--- src/rtl/shift_pkg.sv ---
// Shared definitions for the multi-cycle shift sequencer: op codes, FSM states
// and default widths.
package shift_pkg;

  localparam int SHIFT_W  = 16;
  localparam int SHIFT_CW = 4;

  localparam logic [1:0] SH_NONE = 2'b00;
  localparam logic [1:0] SH_LSL  = 2'b01;
  localparam logic [1:0] SH_LSR  = 2'b10;
  localparam logic [1:0] SH_ASR  = 2'b11;

  typedef enum logic [1:0] {
    ST_IDLE  = 2'b00,
    ST_SHIFT = 2'b01,
    ST_DONE  = 2'b10
  } state_e;

  function automatic logic op_is_pass(input logic [1:0] op);
    return (op == SH_NONE);
  endfunction

endpackage

--- src/rtl/shift_sequencer_if.sv ---
// Start/busy/done handshake bundle for shift_sequencer.
// Z exists only when SHIFT_SEQ_ZF_EN is defined.
interface shift_sequencer_if #(
  parameter int W  = shift_pkg::SHIFT_W,
  parameter int CW = shift_pkg::SHIFT_CW
);
  logic          start;
  logic [W-1:0]  in;
  logic [1:0]    shift;
  logic [CW-1:0] count;
  logic          busy;
  logic          done;
  logic [W-1:0]  sout;
`ifdef SHIFT_SEQ_ZF_EN
  logic          Z;
`endif

  modport master (
    output start, in, shift, count,
    input  busy, done, sout
`ifdef SHIFT_SEQ_ZF_EN
    , input Z
`endif
  );

  modport slave (
    input  start, in, shift, count,
    output busy, done, sout
`ifdef SHIFT_SEQ_ZF_EN
    , output Z
`endif
  );
endinterface

--- src/rtl/shift_sequencer_shifter.sv ---
// Single-step shifter: pass, LSL by 1, LSR by 1, ASR by 1.
module shifter
  import shift_pkg::*;
#(
  parameter int W = SHIFT_W
) (
  input  logic [W-1:0] in,
  input  logic [1:0]   shift,
  output logic [W-1:0] sout
);

  // One-position shift selected by op code
  always_comb begin
    sout = in;
    case (shift)
      SH_NONE: sout = in;
      SH_LSL:  sout = {in[W-2:0], 1'b0};
      SH_LSR:  sout = {1'b0, in[W-1:1]};
      SH_ASR:  sout = {in[W-1], in[W-1:1]};
      default: sout = in;
    endcase
  end

endmodule

--- src/rtl/shift_sequencer.sv ---
// Multi-cycle shift controller iterating the single-step shifter N times.
// Optional zero flag Z is enabled by defining SHIFT_SEQ_ZF_EN.
module shift_sequencer
  import shift_pkg::*;
#(
  parameter int W  = SHIFT_W,
  parameter int CW = SHIFT_CW
) (
  input logic               clk,
  input logic               reset,
  shift_sequencer_if.slave  bus
);

  state_e        state_q, state_d;
  logic [W-1:0]  data_q, data_d;
  logic [CW-1:0] cnt_q, cnt_d;
  logic [1:0]    op_q, op_d;
  logic          busy_q;
  logic          done_q;
  logic [W-1:0]  step_s;
  logic          accept_s;

  shifter #(.W(W)) u_shifter (
    .in    (data_q),
    .shift (op_q),
    .sout  (step_s)
  );

  // Next-state and datapath selection; start is ignored while shifting
  always_comb begin
    state_d  = state_q;
    data_d   = data_q;
    cnt_d    = cnt_q;
    op_d     = op_q;
    accept_s = 1'b0;
    case (state_q)
      ST_SHIFT: begin
        data_d = step_s;
        cnt_d  = cnt_q - CW'(1);
        if (cnt_q == CW'(1)) begin
          state_d = ST_DONE;
        end else begin
          state_d = ST_SHIFT;
        end
      end
      ST_IDLE, ST_DONE: begin
        accept_s = bus.start;
        if (bus.start) begin
          data_d = bus.in;
          cnt_d  = bus.count;
          op_d   = bus.shift;
          if ((bus.count == {CW{1'b0}}) || op_is_pass(bus.shift)) begin
            state_d = ST_DONE;
          end else begin
            state_d = ST_SHIFT;
          end
        end else begin
          state_d = ST_IDLE;
        end
      end
      default: begin
        state_d = ST_IDLE;
      end
    endcase
  end

  // State, datapath and handshake registers; busy/done track the next state
  always_ff @(posedge clk) begin
    if (reset) begin
      state_q <= ST_IDLE;
      data_q  <= {W{1'b0}};
      cnt_q   <= {CW{1'b0}};
      op_q    <= SH_NONE;
      busy_q  <= 1'b0;
      done_q  <= 1'b0;
    end else begin
      state_q <= state_d;
      data_q  <= data_d;
      cnt_q   <= cnt_d;
      op_q    <= op_d;
      busy_q  <= (state_d == ST_SHIFT);
      done_q  <= (state_d == ST_DONE);
    end
  end

  assign bus.busy = busy_q;
  assign bus.done = done_q;
  assign bus.sout = data_q;
`ifdef SHIFT_SEQ_ZF_EN
  assign bus.Z    = (data_q == {W{1'b0}});
`endif

endmodule

--- src/flat_wrapper.sv ---
// flat-port wrapper written by rule: the top's interface ports become plain ports
module shift_sequencer_flat import shift_pkg::*;
#(
  parameter int W  = SHIFT_W,
  parameter int CW = SHIFT_CW
)
  (clk, reset, bus_start, bus_in, bus_shift, bus_count, bus_busy, bus_done, bus_sout);
  shift_sequencer_if #(.W(W), .CW(CW)) bus_i ();
  input logic clk;
  input logic reset;
  input wire logic [$bits(bus_i.start)-1:0] bus_start;
  input wire logic [$bits(bus_i.in)-1:0] bus_in;
  input wire logic [$bits(bus_i.shift)-1:0] bus_shift;
  input wire logic [$bits(bus_i.count)-1:0] bus_count;
  output wire logic [$bits(bus_i.busy)-1:0] bus_busy;
  output wire logic [$bits(bus_i.done)-1:0] bus_done;
  output wire logic [$bits(bus_i.sout)-1:0] bus_sout;
  assign bus_i.start = bus_start;
  assign bus_i.in = bus_in;
  assign bus_i.shift = bus_shift;
  assign bus_i.count = bus_count;
  assign bus_busy = bus_i.busy;
  assign bus_done = bus_i.done;
  assign bus_sout = bus_i.sout;
  shift_sequencer #(.W(W), .CW(CW)) u_core (.clk(clk), .reset(reset), .bus(bus_i));
endmodule
--- config.mk ---
export PLATFORM = sky130hd
export DESIGN_NAME = shift_sequencer_flat
export DESIGN_NICKNAME = d
export VERILOG_FILES = /design/src/rtl/shift_pkg.sv /design/src/rtl/shift_sequencer_if.sv /design/src/rtl/shift_sequencer_shifter.sv /design/src/rtl/shift_sequencer.sv /design/src/flat_wrapper.sv
export SDC_FILE = /design/constraint.sdc
export NUM_CORES = 1
export LEC_CHECK = 0
export ABC_CLOCK_PERIOD_IN_PS = 3900
export BUFFER_PORTS_ARGS = -buffer_cell sky130_fd_sc_hd__buf_2
export CAP_MARGIN = 10
export CORE_MARGIN = 2
export CORE_UTILIZATION = 35
export DETAILED_ROUTE_END_ITERATION = 8
export GPL_TIMING_DRIVEN = 0
export PLACE_DENSITY = 0.69
export SLEW_MARGIN = 20
export SYNTH_ARGS = -nofsm -noshare
export SYNTH_HDL_FRONTEND = slang
export SYNTH_SLANG_ARGS = --single-unit
--- constraint.sdc ---
create_clock -name clk -period 3.9 [get_ports clk]
set_input_delay 0.78 -clock clk [delete_from_list [all_inputs] [get_ports clk]]
set_output_delay 0.78 -clock clk [all_outputs]
set_load 0.05 [all_outputs]
==> results of run 1 <==
==> synth_stat cells, types with 2 or more instances <==
cell type | instances | area [sq um]
sky130_fd_sc_hd__mux2i_1 | 15 | 150
sky130_fd_sc_hd__nand2b_2 | 2 | 17.5
sky130_fd_sc_hd__clkbuf_1 | 2 | 7.51
sky130_fd_sc_hd__buf_2 | 5 | 25.0
sky130_fd_sc_hd__nand2b_1 | 3 | 18.8
sky130_fd_sc_hd__nand2_1 | 19 | 71.3
sky130_fd_sc_hd__a21oi_1 | 5 | 25.0
sky130_fd_sc_hd__o21ai_0 | 17 | 85.1
sky130_fd_sc_hd__nor2_1 | 10 | 37.5
sky130_fd_sc_hd__inv_1 | 3 | 11.3
sky130_fd_sc_hd__o2bb2ai_1 | 14 | 123
sky130_fd_sc_hd__dfxtp_1 | 26 | 521
sky130_fd_sc_hd__nor3b_1 | 3 | 22.5
sky130_fd_sc_hd__nor2b_1 | 2 | 12.5
sky130_fd_sc_hd__ha_1 | 2 | 25.0
sky130_fd_sc_hd__buf_4 | 2 | 15.0
==> per-layer routing <==
| layer | part of all wire, % | wire length (microns) | vias up |
|---|---|---|---|
| met5 | 0 | 0 | - |
| met4 | 0.95 | 29 | 0 |
| met3 | 3.3 | 102 | 2 |
| met2 | 45 | 1380 | 20 |
| met1 | 51 | 1560 | 531 |
| li1 | - | - | 626 |
==> state kept, by name, summed over array words and instances, names as in the netlist <==
signal           cells
u_core.bus.busy      1
u_core.state_q       2
u_core.op_q          2
u_core.cnt_q         4
u_core.bus.sout     16
u_core.bus.done      1
==> tightest hold or removal path, cell delays in order, from the launching register on <==
cell and delay (ps):
sky130_fd_sc_hd__dfxtp_1 340, sky130_fd_sc_hd__nand2_1 60, sky130_fd_sc_hd__a21oi_1 50
==> cell type report <==
cell class                 count  share of cell area [%]
multi-input combinational    109                    44.6
timing repair buffer          42                    12.9
sequential                    26                    31.9
tap                           48                    3.68
clock buffer                   4                    3.37
buffer                         9                    2.91
inverter                       3                   0.690
==> per-stage QoR <==
stage	cell area [sq um]	power [uW]	hold WS (ps)
after global routing	1630	740	522
after floorplan	1310	476	463
after CTS	1630	701	496
final	1630	695	492
after detailed placement	1580	533	483
after global placement	1580	531	480
==> where the power goes <==
part           switching [uW]  total (uW)  internal [uW]
clock                    78.7         169           90.0
combinational             137         209           72.0
sequential               25.7         317            291
total                     241         695            453
==> logic make-up after synthesis <==
logic type      synth area share (%)
compound gates                  23.2
xor+xnor                       0.671
fa+ha+maj                       1.92
buf+inv                         4.50
flops                           39.8
mux                             12.4
simple gates                    17.5
==> how the worst min path moves through the flow <==
| stage | start | end | slack (ps) | depth (start not counted) |
|---|---|---|---|---|
| 2_1_floorplan | u_core.op_q[0] | u_core.op_q[0] | 460 | 2 |
| 6_report | u_core.op_q[0] | u_core.op_q[0] | 490 | 2 |
| 3_5_place_dp | u_core.op_q[0] | u_core.op_q[0] | 480 | 2 |
| 3_3_place_gp | u_core.op_q[0] | u_core.op_q[0] | 480 | 2 |
| 4_1_cts | u_core.op_q[0] | u_core.op_q[0] | 500 | 2 |
| 5_1_grt | u_core.op_q[0] | u_core.op_q[0] | 520 | 2 |
==> flow_results.org, run 1 <==
** Synth
- Avg Cell Area, Syn :: 8.89 sq um
- Predominant post-synthesis flop cell :: sky130_fd_sc_hd__dfxtp_1
- Netlist cell types :: 33
- Async S/R FF share, synth :: 0%
- When the netlist entered floorplanning its net count stood at about 170.
- The share of the Yosys chip area taken by registers is 39.8%.
- Yosys mapped a number of flops with a built-in enable equal to 0.
- Warnings from Yosys :: 0
- Synthesized cell area :: 1310 sq um
- Counting every instance in the synthesized netlist gives 147.
- The synthesized design contains 26 register bits.

** Placement
- At the end of routability-driven placement, the weighted congestion stood at 0.811.
- Post-Place Setup Slack :: 1990 ps
- Number of buffer cells added on primary ports :: 42
- HPWL reported at the end of detailed placement :: 2.31 mm
- After detailed placement, the design holds a cell count of 237.

** Timing
- For the finished layout, the period the worst path requires is about 1700 ps.
- Max-slew violation total from the final report :: 0
- Setup-violating endpoint count in the final report :: 0
- Setup repair after global routing left no endpoint under its margin.
- For the pin with the worst max-slew slack, the measured transition is about 440 ps.
- Measured against its own limit, the worst slew margin works out to 70.9%.
- Final hold violations :: 0
- Highest attainable clock frequency :: 0.577 GHz
- Post-route setup slack :: around 2200 ps
- Worst clock skew :: ~3.7 ps
- The final critical path takes up 44.4% of the cycle.
- Post-Route Setup TNS :: 0 ps

** Final layout
- Of the cells placed in the final design, the portion with a size suffix greater than 1 is 31.1%.
- The filler cells instantiated in the layout total roughly 390.
- Net count of the finished layout :: approximately 220
- Measured on the finished design, the core utilization comes to 44.9%.
- Area overhead of the layout relative to synthesis :: 24.9%
- Commonest cells after routing, fill and taps aside :: sky130_fd_sc_hd__buf_2, sky130_fd_sc_hd__dfxtp_1, sky130_fd_sc_hd__nand2_1
- Summing all multi-input logic gate instances after layout gives 727 sq um.
- The library cell used most frequently in the layout, excluding fill and tap cells, is sky130_fd_sc_hd__buf_2.
- The sequential cells in the finished layout cover a total of about 520 sq um.
- The repair_antennas step left the layout with diodes totalling 0.
- Number of non-filler instances in the completed layout :: 241

** Global routing
- The first global-routing pass estimated 5.07 mm of wire.
- Fraction of met1 tracks used by global routing :: 23.1%
- Global router's overall resource usage :: 15.1%
- Global routing used 22.7% of the available met2 tracks.
- Vias in the first global route :: 1083
- Maximum number of pins on one net before global-route repair :: 15
- In the global route stage, met3 resource usage came out at 1.37%.
- Global-route layer with the greatest usage :: met1
- Overall overflow remaining after global route :: 0
- The number of antenna violations at the first check in global routing came to 0.

** Floorplan
- Die boundary width :: between 60 and 70 microns
- After floorplanning, the core was sized to cover 3630 sq um.
- The floorplan step defined a die boundary enclosing 4240 sq um.
- During I/O placement, the number of pins put on the boundary was 43.
- Vertical die dimension :: 65.1 microns
- Initial core utilization :: 36.0%
- Row generation in the floorplan step produced 22 rows.

** Drt
- Final antenna-violating net count :: 0
- Iteration count of the initial detailed-routing pass :: 4
- After the first detailed-routing iteration, the DRC count stood at 60.
- For this run, design rule violations remaining after detail routing come to 0.
- Routed length per instance :: 12.7 microns
- Avg Vias per Cell :: 4.89
- Summing over every cut layer, the via total after detailed routing is 1179.
- For this block, the routed nets add up to a little over 3 mm of wire.

** Clock tree
- CTS saw 26 sinks.
- Counting the buffers created by CTS gives 3.
- Worst-case clock buffer depth :: 2
- In this run, post-CTS hold repair placed 0 buffers.
- Clock Root Buffer :: sky130_fd_sc_hd__clkbuf_8
- Maximum level of the CTS H-tree :: 1
- The clock reaches the later pin of the worst-skew pair after 260 ps.
- After clock tree synthesis, the clock-pin slew on the worst setup and hold paths is roughly 90 ps.
- Gates resized during post-CTS repair numbered 0.
- Total setup buffers inserted after CTS :: 0
- TritonCTS built the clock tree.

** Power and ir drop
- Static leakage :: 0.000688 uW
- In this run the power density over the cells is 426 nW/um^2.
- The worst-case IR drop observed on VDD is between 0.00015 and 0.0002 V.

** Run
- The tool flagged a number of max-cap violations equal to 0.

** Critical path
- Data on the critical path is required at its endpoint by 3120 ps.
- Launching instance or port of the critical path :: u_core.bus.sout[14]
- Setup slack, reg-to-reg :: roughly 2500 ps
- Cell count along the critical path :: 1
- Max stage delay on crit path :: 400 ps
- Traced cell by cell, the critical path runs through buf_2.
- For the worst flop-to-flop path, the logic depth is 4.
- Path type of the worst setup path :: reg2out
- End of the worst register-to-register path :: u_core.cnt_q[3]
- Following the worst setup path forward leads to its endpoint at bus_sout[14].
- Standard cell with the maximum stage delay on the critical path :: sky130_fd_sc_hd__dfxtp_1
- The kind of cell with the highest combined delay along the critical path is flip-flops.
- STA puts the critical path data arrival time at 950 ps.
- Nature of the critical path endpoint :: primary output
- STA classifies the critical path startpoint as a flop.
- Along the worst path, the maximum fanout reaches 4.
- Startpoint of the worst-slack reg-to-reg timing path :: u_core.cnt_q[0]
- Bufs and invs on worst path :: 1

** Min path
- In this run the worst hold path is classified as reg2reg.

** Outcome
- The run finished with clean final reports.
No activity file was read; power rests on OpenSTA's default activity.
==> run 2, diff against run 1 <==
ABC_CLOCK_PERIOD_IN_PS = 1500   (was 3900)
PLACE_DENSITY = 0.71   (was 0.69)
clock period = 1.5 ns   (was 3.9 ns; I/O delays follow)
==> flow_results.org, run 2 (same netlist as run 1, synthesis figures left out) <==
** Clock tree
- The hold buffer count at CTS was 0 (unchanged).
- Worst-case clock buffer depth :: 2 (unchanged)
- Maximum level of the CTS H-tree :: 1 (unchanged)
- Clock Root Buffer :: sky130_fd_sc_hd__clkbuf_8
- The number of buffers inserted by post-CTS setup repair is 0 (unchanged).
- The TritonCTS sink count is 26 (unchanged).
- The post-CTS clock slew at the launch and capture registers of the worst setup and hold paths was 90 ps (about the same).
- Total CTS buffers :: 3 (unchanged)
- Clock tree from TritonCTS :: yes
- The clock network latency to the later pin of the worst-skew pair was 270 ps (about the same).

** Power and ir drop
- The peak supply drop is 0.000575 V (+250%).
- The areal power density over the cells was 1180 nW/um^2 (+180%).
- Power share of the combinational group :: 28.0% (-2.1 points)
- The net switching power was 647 uW (+170%).
- The design internal power was 1300 uW (+190%).
- The leakage power figure was 0.000695 uW (+1.0%).
- The switching share of power is 33.2% (-1.6 points).
- The portion of total power attributed to the clock network is 29.8% (+5.5 points).
- The part of the total power dissipated in sequential elements came to 42.2% (-3.5 points).

** Floorplan
- Core area :: 3630 sq um (unchanged)
- Standard-cell rows :: 22 (unchanged)
- Die boundary width :: 65.1 microns (unchanged)
- Vertical die dimension :: 65.1 microns (unchanged)
- Area of the die :: 4240 sq um (unchanged)
- Initial core utilization :: 36.0% (unchanged)
- The number of I/O pins was 43 (unchanged).

** Final layout
- Relative to the synthesized area, the layout overhead comes to 26.5%.
- Leaving out fill and tap cells, the most frequent cells in the layout are sky130_fd_sc_hd__buf_2, sky130_fd_sc_hd__dfxtp_1, sky130_fd_sc_hd__nand2_1.
- Share of post-route cells with drive strength above 1 :: 31.1% (unchanged)
- The antenna diode count is 0 (unchanged).
- Most common cell after layout, fill and taps aside :: sky130_fd_sc_hd__buf_2
- The non-filler instance count after layout was 241 (unchanged).
- The flip-flop count of the largest register, all copies and words added came to 16 (unchanged).
- Net count of the finished layout :: 221 (unchanged)

** Critical path
- STA classifies the critical path startpoint as a flop.
- Worst Path Required :: 1700 ps (-1420 ps)
- The largest fanout on the critical path is 10 (+6).
- By startpoint and endpoint, the worst setup path is classified as reg2reg.
- Nature of the critical path endpoint :: flop
- The arrival time of the worst setup path was 1610 ps (+660 ps).
- The internal reg-to-reg setup slack was 90 ps (-2400 ps).

** Placement
- HPWL reported at the end of detailed placement :: 2.25 mm (-2.5%)
- The total instance count after detailed placement was 237 (unchanged).
- The routability congestion estimate from global placement was 0.801 (-1.3%).
- Number of buffer cells added on primary ports :: 42 (unchanged)

** Timing
- The worst hold slack came to 252 ps (-241 ps).
- Post-Route Setup TNS :: 0 ps (unchanged)
- Final hold violations :: 0 (unchanged)
- Setup-violating endpoint count in the final report :: 0 (unchanged)
- The clock tree skew after final layout was 2.80 ps (-0.870 ps).
- Setup repair after global routing left no endpoint under its margin.
- Based on the critical path, the design can be clocked at up to 0.710 GHz.
- Max transition margin :: 70.7% (-0.14 points)
- Max-slew violation total from the final report :: 0 (unchanged)
- Period minus WS final :: 1410 ps
- Measured slew at the worst slew-check pin :: 439 ps (+2.09 ps)
- Of the available clock period, the critical path in the final layout requires a little over nine tenths.

** Drt
- The total via count after detailed routing came to 1204 (+2.1%).
- Iteration count of the initial detailed-routing pass :: 4 (unchanged)
- The total wire length after detailed routing is 3.04 mm (-0.82%).
- The iteration-0 DRC count of the detailed router is 52 (-13%).
- The final routed wire length divided by cell count was 12.6 microns (-0.82%).
- The number of nets with antenna violations after routing came to 0 (unchanged).
- The routed via count divided by cell count came to 5.00 (+2.1%).
- Residual DRC :: 0 (unchanged)

** Min path
- Class of the tightest hold or removal check :: in2reg

** Global routing
- The remaining global-route overflow was 0 (unchanged).
- The maximum number of pins on one net before global-route repair is 16 (+1).
- The number of antenna violations at the first check in global routing came to 0 (unchanged).
- The first-pass GRT wire length was 4.95 mm (-2.3%).
- Global router's overall resource usage :: 14.5% (-0.57 points)
- The number of global-route vias before repair was 1082 (-0.092%).

** Run
- Max Cap Violations :: 0 (unchanged)

** Outcome
- Run status :: finished, final reports clean
[run 2: cell count changes in the layout (fill, tap and decap cells not counted)]
cell / before / now
sky130_fd_sc_hd__clkbuf_4: 0 / 2
sky130_fd_sc_hd__buf_2: 47 / 45
sky130_fd_sc_hd__bufinv_16: 0 / 1
sky130_fd_sc_hd__clkbuf_8: 4 / 3
[run 2: final timing paths]
check                    start                  to  cells after the start
max          u_core.state_q[1]  u_core.bus.sout[2]                      5
min                      reset  u_core.bus.sout[0]                      2
max reg2reg  u_core.state_q[1]  u_core.bus.sout[2]                      5
min reg2reg     u_core.op_q[0]      u_core.op_q[0]                      2
[run 2: area by class of cell]
| type | count | area [sq um] |
|---|---|---|
| Buffer | 9 | 52.6 |
| Clock buffer | 3 | 41.3 |
| Clock inverter | 1 | 30.0 |
| Fill cell | 375 | 1980 |
| Inverter | 3 | 11.3 |
| Multi-Input combinational cell | 109 | 727 |
| Sequential cell | 26 | 520 |
| Tap cell | 48 | 60.1 |
| Timing Repair Buffer | 42 | 210 |
[run 2: per-layer routing]
| layer | GRT usage, % | part of all wire [%] | wire, microns |
|---|---|---|---|
| met5 | 0 | 0 | 0 |
| met4 | 4.69 | 0.95 | 29 |
| met3 | 1.71 | 2.4 | 74 |
| met2 | 22.7 | 46 | 1390 |
| met1 | 20.9 | 51 | 1550 |
[run 2: timing repair]
action                                 CTS  global route
gates resized for setup                  0             2
setup endpoints to repair                0             8
endpoints found under the hold margin    0             0
[run 2: through the flow]
step / utilization (%) / power, uW / worst slack [ps] / cell area, sq um
2_1_floorplan: - / 1240 / 190 / 1310
3_3_place_gp: 43.4 / 1380 / 72.1 / 1580
3_5_place_dp: 43.4 / 1380 / 77.7 / 1580
4_1_cts: 45.4 / 1960 / 68.4 / 1650
5_1_grt: 45.5 / 2040 / 8.71 / 1650
6_report: 45.5 / 1950 / 91.4 / 1650
[run 2: power groups by stage]
stage / sequential, uW / combinational, uW / clock (uW)
final: 824 / 546 / 582
after global routing: 834 / 596 / 614
after global placement: 839 / 542 / 0
after floorplan: 992 / 246 / 0
after CTS: 823 / 547 / 588
after detailed placement: 839 / 545 / 0
[run 2: critical path, cell delays in order, from the launching register on]
cell and delay [ps]:
sky130_fd_sc_hd__dfxtp_1 400, sky130_fd_sc_hd__nand2b_1 220, sky130_fd_sc_hd__o21ai_2 120, sky130_fd_sc_hd__nor2_2 210, sky130_fd_sc_hd__clkbuf_4 260, sky130_fd_sc_hd__o2bb2ai_1 130
==> run 3, diff against run 2 <==
CTS_BUF_LIST = sky130_fd_sc_hd__clkbuf_4   (was default)
PLACE_DENSITY = 0.69   (was 0.71)
REMOVE_ABC_BUFFERS = 1   (was default)
SYNTH_HIERARCHICAL = 1   (was default)
==> flow_results.org, run 3 <==
** Final layout
- Net count of the finished layout :: 242 (+9.5%)
- Area overhead of the layout relative to synthesis :: 14.8%
- Commonest cells after routing, fill and taps aside :: sky130_fd_sc_hd__buf_2, sky130_fd_sc_hd__mux2i_1, sky130_fd_sc_hd__dfxtp_1
- Final design area excluding fillers :: 1840 sq um (+11%)
- Max reg flops :: 16 (unchanged)
- The sequential cell area came to 532 sq um (+2.2%).
- The multi-input gate area in the final layout came to 955 sq um (+31%).
- Share of post-route cells with drive strength above 1 :: 26.2% (-4.9 points)
- Antenna diode count :: 0 (unchanged)
- Total of fill cells in the finished design :: 459 (+22%)
- Leaving out fill and tap cells, the most frequent cell in the layout is sky130_fd_sc_hd__buf_2.
- Utilization of the core after routing :: 41.9% (-3.6 points)

** Clock tree
- Clock tree from TritonCTS :: yes
- The maximum count of clock buffers along a single path was 2 (unchanged).
- The post-CTS clock slew at the launch and capture registers of the worst setup and hold paths came to 140 ps (+50 ps).
- Clock Root Buffer :: sky130_fd_sc_hd__clkbuf_4
- Maximum level of the CTS H-tree :: 1 (unchanged)
- Total CTS buffers :: 3 (unchanged)
- CTS sink cnt :: 26 (unchanged)
- The clock network latency to the later pin of the worst-skew pair came to 320 ps (+50 ps).

** Critical path
- Family with the most delay on the worst path :: flip-flops
- The worst setup path is launched from a flop.
- The depth of the most critical reg-to-reg path was 4 (-1).
- Standard cell with the maximum stage delay on the critical path :: sky130_fd_sc_hd__dfxtp_1
- Nature of the critical path endpoint :: primary output
- The data required time of the worst path was 1200 ps (-500 ps).
- The worst register-to-register path ends at u_core/bus.sout[15].
- Worst-path cell chain :: buf_2
- Setup slack, reg-to-reg :: 150 ps (+50 ps)
- The arrival time of the worst setup path was 1050 ps (-560 ps).
- Startpoint of the worst-slack reg-to-reg timing path :: u_core/op_q[1]
- Bufs and invs on worst path :: 1 (unchanged)
- Max stage delay on crit path :: 440 ps (+40 ps)
- Path type of the worst setup path :: reg2out
- The largest fanout on the critical path is 5 (-5).

** Power and ir drop
- Switching power total :: 787 uW (+22%)
- Clk network pwr share :: 16.3% (-13 points)
- The design internal power came to 1130 uW (-14%).
- Total power of the final layout :: 1910 uW (-2.0%)
- Net switching share of the total power :: 41.1% (+8.0 points)
- The areal power density over the cells is 1040 nW/um^2 (-12%).
- Maximum VDD drop :: 0.000347 V (-40%)
- The part of the total power dissipated in sequential elements came to 46.8% (+4.6 points).
- The share of power burned in combinational logic is 36.8% (+8.8 points).
- The leakage power figure is 0.000718 uW (+3.3%).

** Timing
- Measured slew at the worst slew-check pin :: 512 ps (+72.4 ps)
- The max-slew violation count was 0 (unchanged).
- The accumulated negative setup slack was 0 ps (unchanged).
- Worst clock skew :: 2.69 ps (-0.110 ps)
- Final cycle utilization of the critical path :: 90.3% (-3.6 points)
- Final hold violations :: 0 (unchanged)
- Setup repair after global routing left no endpoint under its margin.
- The maximum frequency from static timing analysis is 0.738 GHz (+4.0%).
- The minimum period implied by the final worst setup slack came to 1350 ps (-54.0 ps).
- Setup-violating endpoint count in the final report :: 0 (unchanged)
- The worst relative slew slack was 65.9% (-4.8 points).

** Drt
- Avg Vias per Cell :: 5.52 (+10%)
- The number of nets with antenna violations after routing is 0 (unchanged).
- The post-detailed-route DRC marker count came to 0 (unchanged).
- The iteration-0 DRC count of the detailed router came to 97 (+87%).
- Routed length per instance :: 15.5 microns (+23%)
- Vias after detailed routing :: 1468 (+22%)
- Detailed-route wire length :: 4.12 mm (+35%)
- The number of detailed-route iterations in the first pass came to 4 (unchanged).

** Synth
- The synthesized area per cell is 8.84 sq um (-0.50%).
- Number of enable-type register cells in the synthesized netlist :: 0 (unchanged)
- The fraction of registers with async set or reset after synthesis was 0% (unchanged).
- Instance count of the mapped netlist :: 181 (+23%)
- The synthesized design spends more area on one cell type than any other, namely sky130_fd_sc_hd__dfxtp_1.
- By count the netlist is led by sky130_fd_sc_hd__mux2i_1, sky130_fd_sc_hd__dfxtp_1, sky130_fd_sc_hd__nand2_1.
- The top-area cell type share of the netlist area came to 32.5% (-7.3 points).
- Warnings from Yosys :: 6 (+6)
- By area the synthesized netlist is led by sky130_fd_sc_hd__dfxtp_1, sky130_fd_sc_hd__mux2i_1, sky130_fd_sc_hd__a211oi_1, sky130_fd_sc_hd__nor3_1, sky130_fd_sc_hd__nand2_1.
- The flop and latch count out of synthesis was 26 (unchanged).
- Predominant post-synthesis flop cell :: sky130_fd_sc_hd__dfxtp_1
- The netlist area before placement came to 1600 sq um (+23%).
- Netlist cell types :: 33 (unchanged)
- Most numerous cell in the Yosys netlist :: sky130_fd_sc_hd__mux2i_1
- The sequential element share of the synthesized area was 32.5% (-7.3 points).

** Floorplan
- Core area :: 4380 sq um (+21%)
- The width of the chip was 71.6 microns (+10%).
- Standard-cell rows :: 24 (+9.1%)
- The die span in y came to 71.6 microns (+10%).
- # IOs :: 43 (unchanged)
- Initial core utilization :: 36.5% (+0.55 points)
- Area of the die :: 5130 sq um (+21%)

** Global routing
- First-pass GRT wire length :: 6.50 mm (+31%)
- The maximum number of pins on one net before global-route repair is 33 (+17).
- The remaining global-route overflow came to 0 (unchanged).
- Initial antenna violation count :: 0 (unchanged)
- The overall routing resource usage was 16.0% (+1.4 points).
- Vias in the first global route :: 1366 (+26%)

** Placement
- The detailed-placement wirelength estimate came to 2.49 mm (+11%).
- The count of input and output buffers was 42 (unchanged).
- Weighted congestion reported at the end of routability-driven placement :: 0.824 (+2.8%)
- The placed cell area is 1750 sq um (+11%).

** Run
- Max Cap Violations :: 0 (unchanged)

** Min path
- Critical hold path startpoint :: bus_shift[1]
- Endpoint of the worst hold-timing path :: u_core/op_q[1]
- The cell depth of the worst min-delay path was 3 (+1).
- Class of the tightest hold or removal check :: in2reg

** Outcome
- The run finished with clean final reports.
==> run 3: cell types whose count changed in the layout (fill, tap and decap cells not counted), moves of 6 or more <==
cell                        before  now
sky130_fd_sc_hd__o21ai_0        17    8
sky130_fd_sc_hd__a211oi_1        0   17
sky130_fd_sc_hd__mux2i_1        15   31
sky130_fd_sc_hd__nor3_1          1   17
sky130_fd_sc_hd__o21ai_1         0    9
sky130_fd_sc_hd__o2bb2ai_1      14    0
sky130_fd_sc_hd__nor2_1         10    4
==> run 3: worst max path at each step <==
stage	start	endpoint	slack [ps]	depth (start not counted)
after global placement	u_core/state_q[0]	u_core/cnt_q[3]	-1390	3
after global routing	u_core/op_q[0]	u_core/bus.sout[8]	30	4
after floorplan	u_core/state_q[0]	u_core/cnt_q[3]	-660	3
after detailed placement	u_core/state_q[0]	u_core/cnt_q[3]	-540	3
after CTS	u_core/op_q[0]	u_core/bus.sout[8]	30	4
final	u_core/bus.sout[9]	bus_sout[9]	150	1
==> run 3: kinds of logic (layout without fill, tap and decap cells) <==
logic type	after synthesis	count (layout)	synth area share, %
AOI/OAI and AO/OA	48	48	19.3
adders and majority gates	2	2	1.56
buffers and inverters	20	52	9.62
DFF	26	26	32.5
muxes	32	32	20.1
and+or+nand+nor	53	54	16.9
==> run 3: metrics by stage <==
step / setup WS, ps / cells / hold WS [ps]
2_1_floorplan: -659 / 164 / 369
3_3_place_gp: -1390 / 258 / 516
3_5_place_dp: -541 / 259 / 516
4_1_cts: 29.9 / 264 / 203
5_1_grt: 32.3 / 266 / 207
6_report: 145 / 266 / 226
==> run 3: final cells by class <==
type | count | area share (%)
Multi-Input combinational cell | 136 | 52.0
Sequential cell | 26 | 29.0
Tap cell | 52 | 3.54
Inverter | 3 | 0.613
Clock buffer | 3 | 1.23
Clock inverter | 1 | 0.204
Timing Repair Buffer | 45 | 13.5
==> run 3: power groups by stage <==
| stage | logic [uW] | registers [uW] | clock network, uW |
|---|---|---|---|
| 2_1_floorplan | 298 | 1090 | 0 |
| 3_3_place_gp | 649 | 923 | 0 |
| 3_5_place_dp | 661 | 927 | 0 |
| 4_1_cts | 671 | 914 | 328 |
| 5_1_grt | 764 | 916 | 349 |
| 6_report | 705 | 896 | 312 |
==> run 3: what timing repair did <==
item,CTS,global route
setup endpoints to repair,26,14
hold buffers,0,0
resized for setup,7,1
gates cloned,1,0
setup buffers,0,2
==> run 3: layer usage <==
metal  vias up  wire, microns  global-route usage, %
met5         -              0                      0
met4         0             22                   2.73
met3         2            307                   3.66
met2        47           1950                   26.6
met1       686           1830                   21.4
li1        733              -                      -
